--- src/rtl/rf_pkg.sv ---
// Shared register-file constants and the writeback request record.
// Imported by rr_arbiter and rf_wb_arbiter.
package rf_pkg;

    localparam int REG_ADDR_W = 5;
    localparam int REG_DATA_W = 32;
    localparam logic [REG_ADDR_W-1:0] REG_ZERO = 5'd0;

    typedef struct packed {
        logic                  valid;
        logic [REG_ADDR_W-1:0] rd;
        logic [REG_DATA_W-1:0] data;
    } wb_req_t;

endpackage

--- src/rtl/rr_arbiter.sv ---
// Combinational round-robin arbiter: scans upward from ptr (mod NUM_REQ)
// and returns a one-hot grant plus its encoded index; en=0 blocks all grants.
module rr_arbiter
    import rf_pkg::*;
#(
    parameter int NUM_REQ = 3,
    localparam int IDX_W  = (NUM_REQ > 1) ? $clog2(NUM_REQ) : 1
) (
    input  logic [NUM_REQ-1:0] req,
    input  logic [IDX_W-1:0]   ptr,
    input  logic               en,
    output logic [NUM_REQ-1:0] grant,
    output logic [IDX_W-1:0]   grant_idx,
    output logic               grant_valid
);

    int cand;

    always_comb begin
        grant       = '0;
        grant_idx   = '0;
        grant_valid = 1'b0;
        cand        = 0;
        // Walk offsets from farthest to nearest so the nearest valid request overwrites.
        for (int k = NUM_REQ - 1; k >= 0; k--) begin
            cand = int'(ptr) + k;
            if (cand >= NUM_REQ) begin
                cand = cand - NUM_REQ;
            end
            if (req[cand]) begin
                grant       = '0;
                grant[cand] = 1'b1;
                grant_idx   = IDX_W'(cand);
                grant_valid = 1'b1;
            end
        end
        if (!en) begin
            grant       = '0;
            grant_valid = 1'b0;
        end
    end

endmodule

--- src/rtl/rf_wb_arbiter.sv ---
// Round-robin arbiter for the register file's single write port with one
// registered output stage. Optional RF_WB_BYPASS_EN forwards the staged write.
module rf_wb_arbiter
    import rf_pkg::*;
#(
    parameter int NUM_REQ = 3,
    parameter int ADDR_W  = REG_ADDR_W,
    parameter int DATA_W  = REG_DATA_W,
    localparam int IDX_W  = (NUM_REQ > 1) ? $clog2(NUM_REQ) : 1
) (
    input  logic                      clk,
    input  logic                      rst,
    input  logic [NUM_REQ-1:0]        req_valid,
    output logic [NUM_REQ-1:0]        req_ready,
    input  logic [NUM_REQ*ADDR_W-1:0] req_rd,
    input  logic [NUM_REQ*DATA_W-1:0] req_data,
    input  logic                      wb_stall,
    output logic                      wb_we,
    output logic [ADDR_W-1:0]         wb_rd,
    output logic [DATA_W-1:0]         wb_data,
    output logic [IDX_W-1:0]          grant_id,
    input  logic [ADDR_W-1:0]         rs1,
    input  logic [ADDR_W-1:0]         rs2,
    output logic [DATA_W-1:0]         fwd_a,
    output logic [DATA_W-1:0]         fwd_b,
    output logic                      fwd_hit_a,
    output logic                      fwd_hit_b
);

    logic [ADDR_W-1:0]  rd_arr   [NUM_REQ];
    logic [DATA_W-1:0]  data_arr [NUM_REQ];
    logic [NUM_REQ-1:0] grant;
    logic [IDX_W-1:0]   grant_idx;
    logic               grant_valid;
    logic [IDX_W-1:0]   ptr_reg;
    logic [IDX_W-1:0]   ptr_next;
    logic [ADDR_W-1:0]  sel_rd;
    logic [DATA_W-1:0]  sel_data;

    genvar gi;
    generate
        for (gi = 0; gi < NUM_REQ; gi++) begin : g_unpack
            assign rd_arr[gi]   = req_rd[gi*ADDR_W +: ADDR_W];
            assign data_arr[gi] = req_data[gi*DATA_W +: DATA_W];
        end
    endgenerate

    // Reset gates the enable so nothing in flight is accepted while rst is high.
    rr_arbiter #(.NUM_REQ(NUM_REQ)) u_arb (
        .req         (req_valid),
        .ptr         (ptr_reg),
        .en          (!wb_stall && !rst),
        .grant       (grant),
        .grant_idx   (grant_idx),
        .grant_valid (grant_valid)
    );

    assign req_ready = grant;
    assign sel_rd    = rd_arr[grant_idx];
    assign sel_data  = data_arr[grant_idx];
    assign ptr_next  = (grant_idx == IDX_W'(NUM_REQ - 1)) ? '0 : grant_idx + 1'b1;

    always_ff @(posedge clk or posedge rst) begin
        if (rst) begin
            wb_we    <= 1'b0;
            wb_rd    <= '0;
            wb_data  <= '0;
            grant_id <= '0;
            ptr_reg  <= '0;
        end else begin
            // Writes to x0 are accepted but never reach the register file.
            wb_we <= grant_valid && (sel_rd != ADDR_W'(REG_ZERO));
            if (grant_valid) begin
                wb_rd    <= sel_rd;
                wb_data  <= sel_data;
                grant_id <= grant_idx;
                ptr_reg  <= ptr_next;
            end
        end
    end

`ifdef RF_WB_BYPASS_EN
    assign fwd_hit_a = wb_we && (wb_rd == rs1) && (rs1 != '0);
    assign fwd_hit_b = wb_we && (wb_rd == rs2) && (rs2 != '0);
    assign fwd_a     = wb_data;
    assign fwd_b     = wb_data;
`else
    logic unused_rs;
    assign unused_rs = ^{rs1, rs2};
    assign fwd_hit_a = 1'b0;
    assign fwd_hit_b = 1'b0;
    assign fwd_a     = '0;
    assign fwd_b     = '0;
`endif

endmodule

--- config.mk ---
export PLATFORM = sky130hd
export DESIGN_NAME = rf_wb_arbiter
export DESIGN_NICKNAME = d
export VERILOG_FILES = /design/src/rtl/rf_pkg.sv /design/src/rtl/rr_arbiter.sv /design/src/rtl/rf_wb_arbiter.sv
export SDC_FILE = /design/constraint.sdc
export NUM_CORES = 1
export LEC_CHECK = 0
export ABC_AREA = 1
export BUFFER_PORTS_ARGS = -buffer_cell sky130_fd_sc_hd__buf_4
export CORE_MARGIN = 2
export CORE_UTILIZATION = 37
export DETAILED_ROUTE_END_ITERATION = 7
export GPL_TIMING_DRIVEN = 0
export PLACE_DENSITY = 0.86
export SLEW_MARGIN = 20
export SYNTH_ARGS = -nofsm -noshare
export SYNTH_HDL_FRONTEND = slang
export SYNTH_SLANG_ARGS = --single-unit
--- constraint.sdc ---
create_clock -name clk -period 2.09 [get_ports clk]
set_input_delay 0.1045 -clock clk [delete_from_list [all_inputs] [get_ports clk]]
set_output_delay 0.1045 -clock clk [all_outputs]
set_load 0.005 [all_outputs]
-- After elaboration in Yosys (flattened, before gate mapping)
Index checks and enable logic that the tools add are counted.
- reductions and logical operators: 8
- bitwise logic cells: 1
- muxes and demuxes: 36
- add/sub/neg operators: 6
- equal/unequal tests: 1
- order comparisons: 10
- operator list (operator ; number):
    2-to-1 mux 32 bit ; 5
    >= comparator 32 x 1 -> 1 bit (second input constant) ; 3
    less-than comparator 32 x 4 -> 1 bit (second input constant) ; 3
    binary-select mux 32 bit (select 2 bit) ; 1
    >= comparator 32 x 3 -> 1 bit (second input constant) ; 2
    subtractor 32 x 3 -> 32 bit (second input constant) ; 2
    2-to-1 mux 1 bit ; 13
    2-to-1 mux 3 bit ; 4
    binary-select mux 5 bit (select 2 bit) ; 1
    2-to-1 mux 5 bit ; 2
    2-to-1 mux 2 bit ; 4
    binary-select mux 1 bit (select 2 bit) ; 3
    demux 1 bit (select 2 bit) ; 3
    logical AND 1 bit ; 5
    nonzero test 5 bit ; 1
    adder 2 x 1 -> 3 bit (second input constant) ; 1
    adder 2 x 2 -> 3 bit (second input constant) ; 1
    >= comparator 3 bit (second input constant) ; 1
    inverter 2 -> 3 bit ; 1
    subtractor 2 x 2 -> 3 bit (second input constant) ; 1
    adder 2 x 1 -> 2 bit (second input constant) ; 1
    equality test 2 bit (second input constant) ; 1
    >= comparator 2 bit (second input constant) ; 1
    zero test 1 bit ; 2
- logic and storage cells: 67
- register bits after elaboration: 42
- output and inout port bits: 109
- input port bits: 127

-- Logic depth before layout (Yosys ltp)
Gate-level depths: netlist (run 1).
- depth in word-level cells: 15
- mapped depth: 18
- mapped depth without buffers: 17

-- Modules after synthesis
From an unflattened synthesis (run 1), not the netlist that was laid out.
- cells, all modules: 382
- area, all modules: 2939.1 µm²
- by module, submodules not included (module ; instances ; sequential area each (µm²) ; area an instance (µm²) ; cells each):
    rf_wb_arbiter ; 1 ; 1051.0 ; 2628.8 ; 325
    rr_arbiter ; 1 ; 0.0 ; 310.3 ; 57

-- Least setup slack after synthesis (run 1)
OpenSTA, ideal clock, no wires.
- path kind: reg2reg
- start: reg ptr_reg[0]
- end: reg wb_data[10]
- cell stages (with the launch flop): 16
- path buffers: 2
- path slack: 0.135 ns
- clock period less this slack: 1.955 ns
- library setup time: 0.082 ns
- data arrival time: 1.873 ns
- path through: dfrtp_1 inv_1 ha_1 inv_2 nand2_1 nand2_1 nand2_2 nand2_1 o21ai_1 nand2_1 nand2_4 inv_6 buf_6 buf_6 nand2_1 a31oi_1
- longest elaborated chain between the ends: 13
- ends and longest elaborated chain (element ; line ; text):
    from (decl) ; rf_wb_arbiter.sv:35 ; logic [IDX_W-1:0] ptr_reg;
    from (signal assigned) ; rf_wb_arbiter.sv:77 ; ptr_reg <= ptr_next;
    adder 2 x 2 -> 3 bit ; rr_arbiter.sv:26 ; cand = int'(ptr) + k;
    subtractor 32 x 3 -> 32 bit or >= comparator 32 x 3 -> 1 bit (tied branches) ; rr_arbiter.sv:28, rr_arbiter.sv:27 ;
    2-to-1 mux 32 bit ; rr_arbiter.sv:27 ; if (cand >= NUM_REQ) begin
    binary-select mux 1 bit (select 2 bit) ; rr_arbiter.sv:30 ; if (req[cand]) begin
    2-to-1 mux 1 bit (not written as such) (2 in series) ; rr_arbiter.sv:30 ;
    2-to-1 mux 2 bit (3 in series) ; rr_arbiter.sv:30 ;
    inverter 2 -> 3 bit (not written as such) ; rf_wb_arbiter.sv:60 ; assign sel_data = data_arr[grant_idx];
    binary-select mux 32 bit (select 2 bit) ; rf_wb_arbiter.sv:60 ;
    2-to-1 mux 32 bit (not written as such) (2 in series) ; rf_wb_arbiter.sv:60 ;
    to (signal assigned) ; rf_wb_arbiter.sv:75 ; wb_data <= sel_data;
    to (decl) ; rf_wb_arbiter.sv:20 ; output logic [DATA_W-1:0] wb_data,
Parallel ways exist; a longest one is shown, timed or not. The select of a mux whose other input is x is not followed.
A chain may end at the register's enable or synchronous reset.

-- Worst setup path in the final report (run 1)
- start: reg ptr_reg[1]
- end: reg wb_data[5]
The elaborated chain is that of the path after synthesis.

==> results of run 1 <==
-- how the worst max path moves through the flow --
| stage | cells after the start | end | slack, ns |
|---|---|---|---|
| floorplan | 15 | wb_data[10] | 0.13 |
| global placement | 13 | wb_we | -0.18 |
| detailed placement | 12 | wb_rd[1] | -0.30 |
| CTS | 10 | req_ready[0] | 0.007 |
| global route | 17 | wb_we | -0.08 |
| finish | 13 | wb_data[5] | 0.03 |
-- cells in the mapped netlist, drive strengths merged --
master  count
a21oi      33
a31oi      37
and2        1
buf        82
clkbuf      6
conb        1
dfrtp      42
ha          4
inv        52
nand2      81
nand3      13
nand3b      2
nor2       44
o21a        1
o21ai      38
o22ai       1
o311ai      1
-- area by class of cell --
type | count | area, um2
inverters | 52 | 210
clock buffers | 7 | 86.3
repair buffers | 168 | 1310
fillers | 710 | 3040
multi-input cells | 323 | 1700
well taps | 105 | 131
plain buffers | 88 | 723
clock inverters | 1 | 5.00
flip-flops and latches | 42 | 1050
-- stage by stage --
stage | worst slack, ns | power (mW) | util [%] | setup TNS [ns]
6_report | 0.0342 | 8.19 | 63.2 | 0
3_5_place_dp | -0.297 | 6.44 | 57.7 | -9.04
5_1_grt | -0.0769 | 8.81 | 63.2 | -1.14
3_3_place_gp | -0.176 | 6.23 | 57.4 | -3.89
2_1_floorplan | 0.135 | 4.67 | - | 0
4_1_cts | 0.00705 | 7.33 | 60.4 | 0
-- per-layer routing --
layer	vias to the layer above	GRT usage, %	share of wire, %
li1	1774	-	-
met1	1641	23.2	36
met2	178	38.8	54
met3	17	4.03	8.3
met4	0	5.40	1.5
met5	-	0	0
-- worst min-delay path, delay by kind of cell --
kind            cells  cell delay, ns
compound gates      1            0.07
buf+inv             1            0.11
simple gates        1            0.05
-- power breakdown --
group | internal [mW] | total (mW) | switching, mW | leakage, nW
Combinational | 2.83 | 6.20 | 3.37 | 2.31
Clock | 0.267 | 0.533 | 0.267 | 0.0482
Sequential | 1.22 | 1.46 | 0.240 | 0.470
Total | 4.32 | 8.19 | 3.88 | 2.83
-- cells by family (layout without fill, tap and decap cells) --
family	Yosys count	after routing	synth area share, %
AND/OR/NAND/NOR	141	142	19.0
other	1	66	0.118
adder cells (fa/ha/maj)	4	4	1.58
AO/OA/AOI/OAI	111	111	19.3
flip-flops	42	42	33.2
buffers and inverters	140	316	26.8
-- repair_timing --
item	4_1_cts	5_1_grt
hold buffers	1	0
setup endpoints to repair	45	44
cloned	0	2
buffers inserted	5	1
resized for setup	26	54
pin swaps	6	14
hold endpoints to repair	19	0
==> impl_metrics.tcl, run 1 <==
set metrics [dict create \
    rsz0062_at_grt "true" \
    cp_num_buf_inv 4 \
    r2r_slack_ns 0.03 \
    outcome "finished, final reports clean" \
    crit_required_ns 2.29 \
    via_per_inst 4.59 \
    ios 236 \
    gr-total-overflow 0 \
    yosys.area.top_type "dfrtp_1" \
    cts.htree.levels 2 \
    hold_path_class "input pin to flop" \
    grt_pass1_wl_um 14700 \
    synthTopCellsByArea "dfrtp_1 (33%), buf_4 (16%), nand2_1 (8.8%), a31oi_1 (7.3%), inv_1 (5.3%)" \
    min-delay-start "req_data[77]" \
    crit_type "flop to flop" \
    period_minus_slack_ns 2.06 \
    leakage_nw 2.83 \
    place_inst 769 \
    min_period_over_period_pct 98.4 \
    die_w_um 96.6 \
    avgRoutedWirePerCell_um 13.7 \
    clk_pin_slew_ns 0.08 \
    reg_top3 "wb_data: 32 flops, wb_rd: 5 flops" \
    hold_depth 3 \
    path_max_fanout 10 \
    cp.arrival_ns 2.26 \
    start_util_pct 38.4 \
    vias 3610 \
    clockBufferDepth 2 \
    syn_area_mm2 0.00317 \
    ys_ff_latch 42 \
    skew_ns 0.00407 \
    row_count 33 \
    timing.hold.ws_ns 0.0769 \
    core-area_mm2 0.00826 \
    gp_congestion 0.763 \
    clk_latency_ns 0.29 \
    syn_avg_cell_area_um2 7.22 \
    startpoint "ptr_reg[1]" \
    fin_area_mm2 0.00522 \
    dr.pass1.iters 4 \
    wl_um 10800 \
    maxClockFrequency_ghz 0.486 \
    die-area_mm2 0.00932 \
    slew_violations 0 \
    fin_nets 811 \
    cts_root_buffer "clkbuf_8" \
    ys_warn_count 0 \
    insertedDiodeCount 0 \
    syn_inst 439 \
    instances_no_fill 786 \
    ff2ff_path_depth 13 \
    regMostFlops "wb_data" \
    drc 0 \
    r2r_end "wb_data[5]" \
    cpMaxStageDelayCell "dfrtp_2" \
    ys_seq_area_share_pct 33.2 \
    detail-route-antenna-nets 0 \
    power_density_mw_per_mm2 1570 \
    vdd_drop_max_mv 0.939 \
    die_y_um 96.6 \
    drv_cap 0 \
    ys_types 27 \
    end_kind "flop" \
    final_common_cell "buf_4" \
    critPathLaunchType "flop" \
    antenna_found_initial 0 \
    cts_sinks 42 \
    grt_pass1_vias 3217 \
    reg2reg_from "ptr_reg[1]" \
    mostFrequentLayoutCells "buf_4 (231), nand2_1 (66), conb_1 (66)" \
    layout-drive-gt1-share_pct 45.8 \
    numCtsBuffers 5 \
    grt_max_degree 24 \
    cts_tree "done" \
    worst_path_largest_cell_delay_ns 0.45 \
    syn_to_final_growth_pct 64.5 \
    synth_top_area_share_pct 33.2 \
    largest_register_ffs 32 \
    setup_violations 0 \
    grt.total_usage_pct 20.4 \
    post-dp-hpwl_um 8170 \
    hold_viol 0 \
    io_buffers 159 \
    dpl_cell_area_mm2 0.00477 \
    cp_common_cell "nand2_1" \
    initialDrtViolationCount 114 \
    crit_chain "ha_4 > inv_4 > buf_4 > nor2_2 > nand2_1 > nand2_1 > o21ai_1 > nand2_1 > nand2_4 > inv_8 > clkbuf_4 > nand2_1 > a31oi_2" \
    hold_path_end "wb_data[13]" \
    critPathTopFamily "buffers and inverters" \
]
No activity file was read; power rests on OpenSTA's default activity.
==> run 2: changes to the inputs <==
- CORE_UTILIZATION: 37 -> 35
- PLACE_DENSITY: 0.86 -> 0.82
==> run 2 against run 1 <==
  * The run now ends with setup timing left
  * Global-route usage shrank 0.093 points
  * Critical path depth is the same
  * Final area grew 3.6%
  * Core utilization shrank 1.5 points
  * Final cell count grew 1.7%
  * Clock power grew 27%
  * Clock skew grew 0.0063 ns
  * Register-to-register slack lost 0.06 ns
  * Combinational power grew 8.2%
  * Power grew 8.0%
  * Non-clock buffer count grew 11
  * Die area grew 5.5%
  * Critical path type unchanged
==> impl_metrics.tcl, run 2 (synthesized netlist as in run 1, its figures left out) <==
set metrics [dict create \
    outcome "finished with violations" \
    violations "setup timing" \
    grt_pass1_vias 3536 \
    io_buffers 159 \
    r2r_slack_ns -0.03 \
    dr.pass1.iters 4 \
    cpMaxStageDelayCell "dfrtp_1" \
    vdd_drop_max_mv 0.624 \
    hold_path_class "input pin to flop" \
    critPathLaunchType "flop" \
    setup_ws_ns -0.0266 \
    hold_depth 3 \
    dp_slack_ns -0.250 \
    cts_tree "done" \
    largest_register_ffs 32 \
    crit_type "flop to flop" \
    core-area_mm2 0.00876 \
    place_inst 772 \
    power_density_mw_per_mm2 1640 \
    ff2ff_path_depth 13 \
    slew_violations 0 \
    die-area_mm2 0.00983 \
    reg_top3 "wb_data: 32 flops, wb_rd: 5 flops" \
    gr-total-overflow 0 \
    initialDrtViolationCount 125 \
    fin_area_mm2 0.00541 \
    dpl_cell_area_mm2 0.00476 \
    mostFrequentLayoutCells "buf_4 (239), conb_1 (66), nand2_1 (63)" \
    drc 0 \
    numCtsBuffers 5 \
    start_util_pct 36.2 \
    timing.hold.ws_ns 0.0571 \
    rsz0062_at_grt "true" \
    instances_no_fill 799 \
    via_per_inst 4.62 \
    cp.arrival_ns 2.34 \
    final_common_cell "buf_4" \
    antenna_found_initial 0 \
    r2r_end "wb_data[7]" \
    grt_max_degree 27 \
    post-dp-hpwl_um 8130 \
    clk_latency_ns 0.30 \
    maxClockFrequency_ghz 0.472 \
    vias 3693 \
    crit_required_ns 2.31 \
    clk_pin_slew_ns 0.08 \
    multiInputGateArea_mm2 0.00173 \
    fin_nets 822 \
    end_kind "flop" \
    row_count 34 \
    drv_cap 0 \
    fill_cells 777 \
    syn_to_final_growth_pct 70.5 \
    hold_viol 0 \
    grt_pass1_wl_um 16300 \
    seqCellArea_mm2 0.00105 \
    grt.total_usage_pct 20.3 \
    regMostFlops "wb_data" \
    cts_root_buffer "clkbuf_8" \
    ios 236 \
    insertedDiodeCount 0 \
    min_period_over_period_pct 101 \
    layout-drive-gt1-share_pct 48.9 \
    min-delay-start "req_data[74]" \
    reg2reg_from "ptr_reg[0]" \
    die_w_um 99.2 \
    detail-route-antenna-nets 0 \
    cp_common_cell "nand2_4" \
    period_minus_slack_ns 2.12 \
    skew_ns 0.0103 \
    hold_path_end "wb_data[10]" \
    setup_violations 3 \
    leakage_nw 2.93 \
    crit_chain "buf_4 > ha_4 > buf_4 > nand2_4 > nand2_4 > o21ai_2 > nand2_2 > nand2_4 > clkinv_8 > clkbuf_16 > a21oi_1 > o21ai_0 > a31oi_1" \
    clockBufferDepth 2 \
    wl_um 11000 \
    path_max_fanout 7 \
    worst_path_largest_cell_delay_ns 0.40 \
    cts.htree.levels 2 \
    avgRoutedWirePerCell_um 13.8 \
    die_y_um 99.2 \
    gp_congestion 0.854 \
    cts_sinks 42 \
]
[run 2: per-stage QoR]
stage | setup TNS [ns] | power [mW] | utilization (%)
6_report | -0.0425 | 8.85 | 61.7
3_3_place_gp | -3.91 | 6.21 | 54.1
3_5_place_dp | -7.74 | 6.39 | 54.3
2_1_floorplan | 0 | 4.67 | -
4_1_cts | 0 | 7.52 | 57.5
5_1_grt | -2.81 | 9.49 | 61.7
[run 2: worst max path at each step]
| stage | start | end |
|---|---|---|
| final | ptr_reg[0] | wb_data[7] |
| after global routing | ptr_reg[1] | wb_we |
| after CTS | ptr_reg[0] | wb_data[15] |
| after detailed placement | ptr_reg[1] | wb_data[1] |
| after global placement | ptr_reg[0] | wb_data[3] |
| after floorplan | ptr_reg[0] | wb_data[10] |
[run 2: timing repair]
item,CTS,global route
pin swaps,6,16
hold buffers,1,0
setup buffers,9,6
gates cloned,0,4
hold endpoints to repair,16,0
setup endpoints to repair,44,45
gates resized for setup,27,72
[run 2: area by class of cell]
type                            instances  area share [%]
Multi-Input combinational cell        322            32.0
Timing Repair Buffer                  179            26.6
Sequential cell                        42            19.5
Buffer                                 88            13.3
Inverter                               52            3.94
Tap cell                              108            2.50
Clock buffer                            6            1.53
Clock inverter                          1           0.556
Timing Repair inverter                  1           0.162
[run 2: worst max-delay path: cells and delay by family, from the launching register on]
family,cells,cell delay [ns]
buffers and inverters,4,0.58
AOI/OAI and AO/OA,4,0.50
DFF,1,0.40
and+or+nand+nor,4,0.38
adders and majority gates,1,0.18
[run 2: power breakdown]
part / internal [mW] / switching (mW)
Combinational: 3.20 / 3.51
Clock: 0.383 / 0.295
Sequential: 1.22 / 0.237
Total: 4.81 / 4.04
[run 2: routing by layer]
layer  part of all wire [%]  GRT usage, %  vias up
met5                      0             0        -
met4                    1.8          5.58        0
met3                    7.6          3.87       18
met2                     53          38.0      174
met1                     38          23.7     1711
li1                       -             -     1790
==> run 3: changes to the inputs <==
- CELL_PAD_IN_SITES_DETAIL_PLACEMENT: unset -> 1
- CELL_PAD_IN_SITES_GLOBAL_PLACEMENT: unset -> 1
- CORE_UTILIZATION: 35 -> 24
- PLACE_DENSITY: 0.82 -> 0.85
- TNS_END_PERCENT: unset -> 30
==> run 3 against run 2 <==
  * The run still ends with setup timing left
  * Core utilization is 19 points lower
  * Wire length up 14%
  * Worst setup slack got worse by 0.0020 ns
  * Non-clock buffer count decreased by 2
  * Critical path type unchanged
  * Via count down 2.6%
  * Largest power group unchanged
  * Largest cell class unchanged
  * Sequential share of layout area is 0.28 points lower
==> impl_metrics.tcl, run 3 (synthesized netlist as in run 1, its figures left out) <==
set metrics [dict create \
    clockBufferDepth 2 \
    slew_violations 0 \
    grt_pass1_wl_um 18500 \
    cts_tree "done" \
    syn_to_final_growth_pct 72.8 \
    power_density_mw_per_mm2 1640 \
    ff2ff_path_depth 18 \
    clk_latency_ns 0.29 \
    final_util_pct 42.9 \
    row_count 41 \
    seqCellArea_mm2 0.00105 \
    hold_path_class "input pin to flop" \
    crit_type "flop to flop" \
    layout-drive-gt1-share_pct 47.8 \
    reg_top3 "wb_data: 32 flops, wb_rd: 5 flops" \
    hold_path_end "wb_data[1]" \
    path_max_fanout 6 \
    detail-route-antenna-nets 0 \
    die_y_um 119 \
    cpMaxStageDelayCell "dfrtp_1" \
    setup_ws_ns -0.0285 \
    gp_congestion 0.782 \
    min-delay-start "req_data[65]" \
    cts.htree.levels 2 \
    die_w_um 119 \
    hold_depth 3 \
    gr-total-overflow 0 \
    skew_ns 0.00618 \
    end_kind "flop" \
    fill_cells 1601 \
    cp.arrival_ns 2.30 \
    cts_root_buffer "clkbuf_16" \
    avgRoutedWirePerCell_um 14.6 \
    leakage_nw 2.94 \
    worst_path_largest_cell_delay_ns 0.44 \
    drc 0 \
    core-area_mm2 0.0128 \
    place_inst 836 \
    cp_num_buf_inv 4 \
    fin_nets 821 \
    violations "setup timing" \
    hold_viol 0 \
    grt_max_degree 26 \
    io_buffers 159 \
    antenna_found_initial 0 \
    vias 3598 \
    period_minus_slack_ns 2.12 \
    dr.pass1.iters 4 \
    outcome "finished with violations" \
    via_per_inst 4.17 \
    initialDrtViolationCount 69 \
    r2r_slack_ns -0.03 \
    wl_um 12600 \
    grt_pass1_vias 3677 \
    r2r_end "wb_we" \
    critPathTopFamily "simple AND/OR/NAND/NOR gates" \
    min_period_over_period_pct 101 \
    mostFrequentLayoutCells "buf_4 (243), conb_1 (66), nand2_1 (61)" \
    crit_required_ns 2.27 \
    multiInputGateArea_mm2 0.00170 \
    rsz0062_at_grt "true" \
    grt.total_usage_pct 16.4 \
    die-area_mm2 0.0141 \
    largest_register_ffs 32 \
    crit_chain "inv_2 > ha_4 > inv_2 > nand2_2 > nand3_2 > nand2_4 > nand2_2 > inv_2 > nand2_4 > nand2_8 > buf_12 > nand2_2 > nand3_2 > nand2_1 > nor2_1 > nand2_1 > nand2_1 > nand2_1" \
    insertedDiodeCount 0 \
    instances_no_fill 863 \
    ios 236 \
    maxClockFrequency_ghz 0.472 \
    setup_violations 12 \
    clk_pin_slew_ns 0.07 \
    numCtsBuffers 5 \
    post-dp-hpwl_um 9570 \
    critPathLaunchType "flop" \
    vdd_drop_max_mv 0.534 \
    cp_common_cell "nand2_1" \
    regMostFlops "wb_data" \
    final_common_cell "buf_4" \
    drv_cap 0 \
    reg2reg_from "ptr_reg[1]" \
    start_util_pct 24.8 \
    cts_sinks 42 \
]
==> run 3: timing repair <==
item	4_1_cts	5_1_grt
pin swaps	1	19
resized for setup	29	58
endpoints found under the setup margin	45	44
setup buffers	3	12
endpoints found under the hold margin	17	0
gates cloned	0	3
hold buffers	1	0
==> run 3: layout make-up <==
class	instances	area share [%]
well taps	172	3.93
inverters	52	3.84
clock buffers	5	2.28
clock inverters	3	1.26
repair inverters	1	0.114
multi-input cells	323	31.1
plain buffers	88	13.4
flip-flops and latches	42	19.2
repair buffers	177	24.9
==> run 3: layer usage <==
layer	share of wire, %	routed length [um]	vias to the layer above	track usage [%]
met5	0	0	-	0
met1	39	4890	1654	18.1
met4	1.6	202	0	4.54
met3	6.5	812	16	4.07
li1	-	-	1795	-
met2	53	6660	133	31.0
==> run 3: through the flow <==
| stage | power, mW | setup slack (ns) | hold slack, ns | setup TNS [ns] | instance area, um2 |
|---|---|---|---|---|---|
| after detailed placement | 6.60 | -0.335 | 0.162 | -11.52 | 4840 |
| after global routing | 9.74 | -0.211 | 0.0880 | -5.11 | 5480 |
| after floorplan | 4.67 | 0.135 | 0.261 | 0 | 3410 |
| final | 8.96 | -0.0285 | 0.0698 | -0.138 | 5480 |
| after global placement | 6.46 | -0.276 | 0.378 | -9.08 | 4820 |
| after CTS | 8.00 | -0.0228 | 0.0765 | -0.0750 | 5160 |
==> run 3: worst max path at each step <==
| stage | slack, ns | startpoint | depth (start not counted) | endpoint |
|---|---|---|---|---|
| 3_5_place_dp | -0.34 | ptr_reg[1] | 10 | wb_data[24] |
| 3_3_place_gp | -0.28 | ptr_reg[1] | 11 | wb_data[3] |
| 5_1_grt | -0.21 | ptr_reg[1] | 18 | wb_we |
| 4_1_cts | -0.02 | ptr_reg[0] | 15 | wb_data[23] |
| 6_report | -0.03 | ptr_reg[1] | 18 | wb_we |
| 2_1_floorplan | 0.13 | ptr_reg[0] | 15 | wb_data[10] |
==> run 3: report_power, final <==
group / switching (mW) / internal [mW] / total [mW] / leakage (nW)
logic: 3.50 / 2.98 / 6.49 / 2.37
clock network: 0.352 / 0.687 / 1.04 / 0.0940
registers: 0.215 / 1.22 / 1.44 / 0.472
total: 4.07 / 4.89 / 8.96 / 2.94
==> run 3: worst reg2reg max path, cell delays in order, from the launching register on <==
cell     delay, ns
dfrtp_1       0.44
inv_2         0.11
ha_4          0.18
inv_2         0.07
nand2_2       0.07
nand3_2       0.08
nand2_4       0.11
nand2_2       0.08
inv_2         0.08
nand2_4       0.11
nand2_8       0.12
buf_12        0.12
nand2_2       0.04
nand3_2       0.06
nand2_1       0.05
nor2_1        0.09
nand2_1       0.09
nand2_1       0.08
nand2_1       0.05
